$ cat config.mk
export PLATFORM = sky130hd
export DESIGN_NAME = fetch_sequencer_flat
export DESIGN_NICKNAME = d
export VERILOG_FILES = /design/src/rtl/fetch_sequencer_if.sv /design/src/rtl/fetch_sequencer.sv /design/src/flat_wrapper.sv
export SDC_FILE = /design/constraint.sdc
export NUM_CORES = 1
export LEC_CHECK = 0
export ABC_AREA = 0
export BUFFER_PORTS_ARGS = -buffer_cell sky130_fd_sc_hd__buf_2
export CAP_MARGIN = 20
export CORE_AREA = 2 2 154 156
export CTS_BUF_LIST = sky130_fd_sc_hd__clkbuf_8
export DETAILED_ROUTE_END_ITERATION = 10
export DIE_AREA = 0 0 156 158
export PLACE_DENSITY_LB_ADDON = 0.2
export SLEW_MARGIN = 20
export SYNTH_ARGS = -nofsm -noshare
export SYNTH_HDL_FRONTEND = slang
export SYNTH_SLANG_ARGS = --single-unit
$ cat constraint.sdc
create_clock -name clk -period 3.3 [get_ports clk]
set_input_delay 0.165 -clock clk [delete_from_list [all_inputs] [get_ports clk]]
set_output_delay 0.165 -clock clk [all_outputs]
set_load 0.005 [all_outputs]
$ cat src/rtl/fetch_sequencer_if.sv
// Signal bundle between the pipeline/IFU side and fetch_sequencer.
// With FETCH_SEQ_EXC_EN defined, adds the exception/eret request signals.
interface fetch_sequencer_if;
   logic [31:0] pc_f;
   logic [31:0] pc_d;
   logic        stall;
   logic        redir_valid;
   logic [1:0]  redir_type;
   logic [15:0] imm16;
   logic [25:0] idx26;
   logic [31:0] rs_val;
   logic [31:0] next_pc;
   logic        pc_en;
   logic        pend_valid;
   logic        misalign;
   logic [31:0] fetch_cnt;
`ifdef FETCH_SEQ_EXC_EN
   logic        exc_req;
   logic        eret_req;
   logic [31:0] epc;
`endif

   // master: the pipeline/IFU side that feeds the sequencer.
   modport master (
`ifdef FETCH_SEQ_EXC_EN
      output exc_req, eret_req, epc,
`endif
      output pc_f, pc_d, stall, redir_valid, redir_type, imm16, idx26, rs_val,
      input  next_pc, pc_en, pend_valid, misalign, fetch_cnt
   );

   modport slave (
`ifdef FETCH_SEQ_EXC_EN
      input  exc_req, eret_req, epc,
`endif
      input  pc_f, pc_d, stall, redir_valid, redir_type, imm16, idx26, rs_val,
      output next_pc, pc_en, pend_valid, misalign, fetch_cnt
   );
endinterface

$ cat src/rtl/fetch_sequencer.sv
// Fetch PC sequencer: nextPC/En for the IFU, D-stage redirects, one-entry pending latch.
// Optional exception/eret entry is enabled by defining FETCH_SEQ_EXC_EN.
module fetch_sequencer #(
   parameter logic [31:0] RESET_PC = 32'h0000_3000,
   parameter logic [31:0] EXC_PC   = 32'h0000_4180
) (
   input  logic             clk,
   input  logic             reset,
   fetch_sequencer_if.slave bus
);

   typedef enum logic {
      RUN  = 1'b0,
      HOLD = 1'b1
   } state_t;

   state_t      state;
   logic [31:0] pend_tgt;
   logic [31:0] fetch_cnt_q;
   logic        misalign_q;

   logic [31:0] raw_tgt;
   logic [31:0] tgt;
   logic        redir_hit;
   logic        exc_hit;
   logic        eret_hit;
   logic [31:0] eret_tgt;
   logic [31:0] npc;
   logic        en;

   // redir_valid has no ready: stall is the only backpressure, so a redirect
   // offered during a stall is latched into pend_tgt instead of being lost.
   assign redir_hit = bus.redir_valid && (bus.redir_type != 2'b11);

`ifdef FETCH_SEQ_EXC_EN
   assign exc_hit  = bus.exc_req;
   assign eret_hit = bus.eret_req;
   assign eret_tgt = {bus.epc[31:2], 2'b00};
`else
   assign exc_hit  = 1'b0;
   assign eret_hit = 1'b0;
   assign eret_tgt = 32'h0;
`endif

   always_comb begin
      raw_tgt = 32'h0;
      case (bus.redir_type)
         2'b00:   raw_tgt = bus.pc_d + 32'd4 + {{14{bus.imm16[15]}}, bus.imm16, 2'b00};
         2'b01:   raw_tgt = {bus.pc_d[31:28], bus.idx26, 2'b00};
         2'b10:   raw_tgt = bus.rs_val;
         default: raw_tgt = 32'h0;
      endcase
   end

   assign tgt = {raw_tgt[31:2], 2'b00};

   always_comb begin
      en  = 1'b1;
      npc = bus.pc_f + 32'd4;
      if (reset) begin
         npc = RESET_PC;
      end else if (exc_hit) begin
         npc = EXC_PC;
      end else if (eret_hit) begin
         npc = eret_tgt;
      end else if (bus.stall) begin
         en  = 1'b0;
         npc = bus.pc_f;
      end else if (redir_hit) begin
         npc = tgt;
      end else if (state == HOLD) begin
         npc = pend_tgt;
      end
   end

   always_ff @(posedge clk) begin
      if (reset) begin
         state       <= RUN;
         pend_tgt    <= 32'h0;
         misalign_q  <= 1'b0;
         fetch_cnt_q <= 32'h0;
      end else begin
         if (en) fetch_cnt_q <= fetch_cnt_q + 32'd1;
         misalign_q <= 1'b0;
         if (exc_hit || eret_hit) begin
            state    <= RUN;
            pend_tgt <= 32'h0;
         end else if (bus.stall) begin
            // A newer stalled redirect overwrites an older pending one.
            if (redir_hit) begin
               state      <= HOLD;
               pend_tgt   <= tgt;
               misalign_q <= |raw_tgt[1:0];
            end
         end else begin
            state      <= RUN;
            pend_tgt   <= 32'h0;
            misalign_q <= redir_hit && (|raw_tgt[1:0]);
         end
      end
   end

   assign bus.next_pc    = npc;
   assign bus.pc_en      = en;
   assign bus.pend_valid = (state == HOLD);
   assign bus.misalign   = misalign_q;
   assign bus.fetch_cnt  = fetch_cnt_q;

endmodule

$ cat src/flat_wrapper.sv
// flat-port wrapper written by rule: the top's interface ports become plain ports
module fetch_sequencer_flat 
#(
   parameter logic [31:0] RESET_PC = 32'h0000_3000,
   parameter logic [31:0] EXC_PC   = 32'h0000_4180
)
  (clk, reset, bus_pc_f, bus_pc_d, bus_stall, bus_redir_valid, bus_redir_type, bus_imm16, bus_idx26, bus_rs_val, bus_next_pc, bus_pc_en, bus_pend_valid, bus_misalign, bus_fetch_cnt);
  fetch_sequencer_if bus_i ();
  input  logic clk;
  input  logic reset;
  input wire logic [$bits(bus_i.pc_f)-1:0] bus_pc_f;
  input wire logic [$bits(bus_i.pc_d)-1:0] bus_pc_d;
  input wire logic [$bits(bus_i.stall)-1:0] bus_stall;
  input wire logic [$bits(bus_i.redir_valid)-1:0] bus_redir_valid;
  input wire logic [$bits(bus_i.redir_type)-1:0] bus_redir_type;
  input wire logic [$bits(bus_i.imm16)-1:0] bus_imm16;
  input wire logic [$bits(bus_i.idx26)-1:0] bus_idx26;
  input wire logic [$bits(bus_i.rs_val)-1:0] bus_rs_val;
  output wire logic [$bits(bus_i.next_pc)-1:0] bus_next_pc;
  output wire logic [$bits(bus_i.pc_en)-1:0] bus_pc_en;
  output wire logic [$bits(bus_i.pend_valid)-1:0] bus_pend_valid;
  output wire logic [$bits(bus_i.misalign)-1:0] bus_misalign;
  output wire logic [$bits(bus_i.fetch_cnt)-1:0] bus_fetch_cnt;
  assign bus_i.pc_f = bus_pc_f;
  assign bus_i.pc_d = bus_pc_d;
  assign bus_i.stall = bus_stall;
  assign bus_i.redir_valid = bus_redir_valid;
  assign bus_i.redir_type = bus_redir_type;
  assign bus_i.imm16 = bus_imm16;
  assign bus_i.idx26 = bus_idx26;
  assign bus_i.rs_val = bus_rs_val;
  assign bus_next_pc = bus_i.next_pc;
  assign bus_pc_en = bus_i.pc_en;
  assign bus_pend_valid = bus_i.pend_valid;
  assign bus_misalign = bus_i.misalign;
  assign bus_fetch_cnt = bus_i.fetch_cnt;
  fetch_sequencer #(.RESET_PC(RESET_PC), .EXC_PC(EXC_PC)) u_core (.clk(clk), .reset(reset), .bus(bus_i));
endmodule
==> summary.md <==
| Metric | Value |
|---|---|
| I/O Buffers | 210 |
| Initial Utilization | 29.5% |
| Status | complete, no violations |
| Worst EP arrival | around 3100 ps |
| Seq/Total Area, Yosys | 18.8% |
| EDFF count, synth | 0 |
| Leak | between 3 and 4 nW |
| H-Tree Depth | 3 |
| Hold WS | roughly 100 ps |
| First-pass GRT wire length | 38.5 mm |
| Largest net degree at the start of global routing | 51 |
| Final Hold Violating Endpoints | 0 |
| Pwr/cell area | 305 nW/µm² |
| Worst endpoint required time | 3130 ps |
| TritonRoute pass-1 iters | 5 |
| DR vias/cell | 5.37 |
| Row Count | 56 |
| Max Slew Vio Count | 0 |
| Placed cell areas | 8370 µm² |
| Ys async rst share | 0% |
| GRT Resource Usage Total | 19.8% |
| Die Area | 24600 µm² |
| Cell area after synthesis | between 6000 and 7000 µm² |
| Nets | 1354 |
| CP Launch Type | primary input |
| Setup CP Type | primary input to output pin |
| CP Max Fanout | 4 |
| Synth-to-Final Area Change | 27.4% |
| R2r startpoint | u_core.bus.fetch_cnt[10] |
| DRT iter0 DRCs | about 510 |
| Relative slew slack | 58.6% |
| DRT antenna net count | 0 |
| Skew final | 10.7 ps |
| Setup crit end kind | output pin |
| Vias in the first global route | 7065 |
| Hold Crit Class | primary input to flop |
| Longest Clk Path Bufs | 2 |
| Die extent in y | 158 µm |
| Setup TNS | 0 ps |
| Detailed Route WL | 25.6 mm |
| Synth warn | 0 |
| Critical path origin | bus_imm16[3] |
| Yosys cell types | 91 |
| GR Overflow Total | 0 |
| Antenna violations before repair | 1 |
| Peak supply drop | 0.148 mV |
| Routability cong. | 0.887 |
| # Max-Cap Violations | 0 |
| RSZ-0062 raised after global routing | yes |
| #FFs+latches synth | 64 |
| Fin cells | 1445 |
| Cell area after layout | 8670 µm² |
| Core Area | 23100 µm² |
| Wirelength per Cell | around 18 µm |
| Syn Nets | 1132 |
| DR DRC count | 0 |
| CTS root buffer | clkbuf_8 |
| Syn_area_per_cell | approximately 7.3 µm² |
| # IOs | 211 |
| CTS tree | yes |
| Clock transition at path regs | 80 ps |
| Max frequency | 309 MHz |
| Layout cell share with drive strength beyond 1 | 28.9% |
| Worst hold start | bus_rs_val[1] |
| Final worst-path cycle share | 97.9% |
| Ys flop type | dfxtp_1 |
| TritonCTS Buffers | 9 |
| Worst-Skew Late Latency | about 350 ps |
| Fin crit period | between 3000 and 4000 ps |
| DR vias | 7762 |
| Least-Margin Pin Slew | 620 ps |
| Antenna Cells | 0 |
| Cell count after placement | 1429 |
| Die X | 156 µm |
| Syn Inst Count | between 900 and 1000 |
| # clock sinks | 64 |
| DP Wirelength | 20.5 mm |
| Final setup violating endpoints | 0 |
## flip-flops by register name (all words and copies together), names as in the netlist
name and count:
u_core.bus.fetch_cnt 32, u_core.bus.misalign 1, u_core.bus.pend_valid 1, u_core.pend_tgt 30
## stage by stage
| step | total power (W) | setup slack, ps | util [%] |
|---|---|---|---|
| floorplan | 0.00147 | 517 | - |
| global placement | 0.00190 | 45.2 | 36.3 |
| detailed placement | 0.00190 | 24.3 | 36.3 |
| CTS | 0.00264 | 12.7 | 37.2 |
| global route | 0.00280 | -12.2 | 37.6 |
| finish | 0.00264 | 68.4 | 37.6 |
## worst max-delay path: stages
cell      delay [ps]
buf_2            100
ha_1             290
ha_1             360
o21ai_0          140
o21ba_2          260
a211o_1          360
a211oi_2         290
o221ai_1         230
nand3b_1         140
a31oi_1           90
buf_4            180
o31ai_1          290
buf_2            170
## area by class of cell
type	instances	area, µm²
multi-input cells	783	5270
fillers	2506	14400
clock buffers	10	138
flip-flops and latches	64	1280
well taps	290	363
repair buffers	262	1440
clock inverters	6	67.6
inverters	30	114
## cells by family after synthesis
kind of cell,synth area share (%)
buffers and inverters,5.28
AND/OR/NAND/NOR,26.4
XOR/XNOR,7.98
adder cells (fa/ha/maj),11.1
AO/OA/AOI/OAI,28.5
flip-flops,18.8
multiplexers,1.80
## worst paths after layout
path / slack, ps / end / depth (start not counted)
hold / removal: 100 / u_core.bus.misalign / 3
setup / recovery: 70 / bus_next_pc[30] / 13
setup reg to reg: 830 / u_core.bus.fetch_cnt[29] / 8
hold reg to reg: 460 / u_core.pend_tgt[16] / 2
## cell usage in the layout (no fill, tap or decap), types with 4 or more instances in the layout
| cell type | n |
|---|---|
| a31oi_1 | 6 |
| ha_1 | 55 |
| xor2_1 | 40 |
| a21oi_1 | 82 |
| xnor2_1 | 22 |
| buf_2 | 210 |
| and4_1 | 5 |
| o21ai_0 | 71 |
| nor4_1 | 4 |
| ha_2 | 4 |
| a221oi_1 | 6 |
| nand2_1 | 114 |
| clkbuf_8 | 10 |
| dfxtp_1 | 64 |
| mux2i_1 | 10 |
| o21a_1 | 7 |
| nand4_1 | 25 |
| nor2_1 | 91 |
| a211oi_1 | 11 |
| nor2b_1 | 5 |
| nand3_1 | 39 |
| o21ai_1 | 5 |
| o211a_1 | 5 |
| o31ai_1 | 4 |
| a21o_1 | 14 |
| and2_1 | 7 |
| buf_4 | 52 |
| nor3_1 | 17 |
| o22ai_1 | 9 |
| and3_1 | 7 |
| o221ai_1 | 6 |
| or3_1 | 14 |
| o211ai_1 | 8 |
| or4_1 | 4 |
| inv_1 | 29 |
## repair_timing
item | 4_1_cts | 5_1_grt
setup buffers | 0 | 0
gates resized for setup | 0 | 18
hold endpoints to repair | 0 | 0
hold buffers | 0 | 0
setup endpoints to repair | 0 | 8
## synthesized netlist by cell type (all sizes together), types with 4 or more instances
library cell,number,area (µm²)
nand2,116,440
nor2,92,345
a21oi,86,457
o21ai,77,385
dfxtp,64,1280
ha,59,738
nand3,40,213
xor2,40,350
clkbuf,38,163
inv,29,109
nand4,27,190
xnor2,22,193
nor3,18,101
a21o,16,123
or3,14,87.6
a211oi,12,95.1
buf,12,70.1
and3,10,70.1
mux2i,10,100
o22ai,9,56.3
a221oi,8,76.3
nor2b,8,60.1
o211ai,8,60.1
o21a,8,67.6
a31oi,7,43.8
and2,7,43.8
and4,7,63.8
nor4,6,67.6
o221ai,6,52.6
o211a,5,50.1
o31ai,5,51.3
or4,5,41.3
or2,4,25.0
## per-layer routing
layer  part of all wire [%]  up-vias  global-route usage [%]
met1                     49     3555                    29.3
met3                    6.6       35                    2.90
met2                     43      311                    30.0
met5                  0.062        -                       0
met4                    1.8        2                    5.16
li1                       -     3859                       -
## power breakdown
group / total [W] / switching, W / internal [W]
combinational: 0.00112 / 0.000654 / 0.000467
sequential: 0.000802 / 0.0000111 / 0.000791
clock: 0.000721 / 0.000349 / 0.000372
Note: power is estimated with default switching activity, not from simulation.
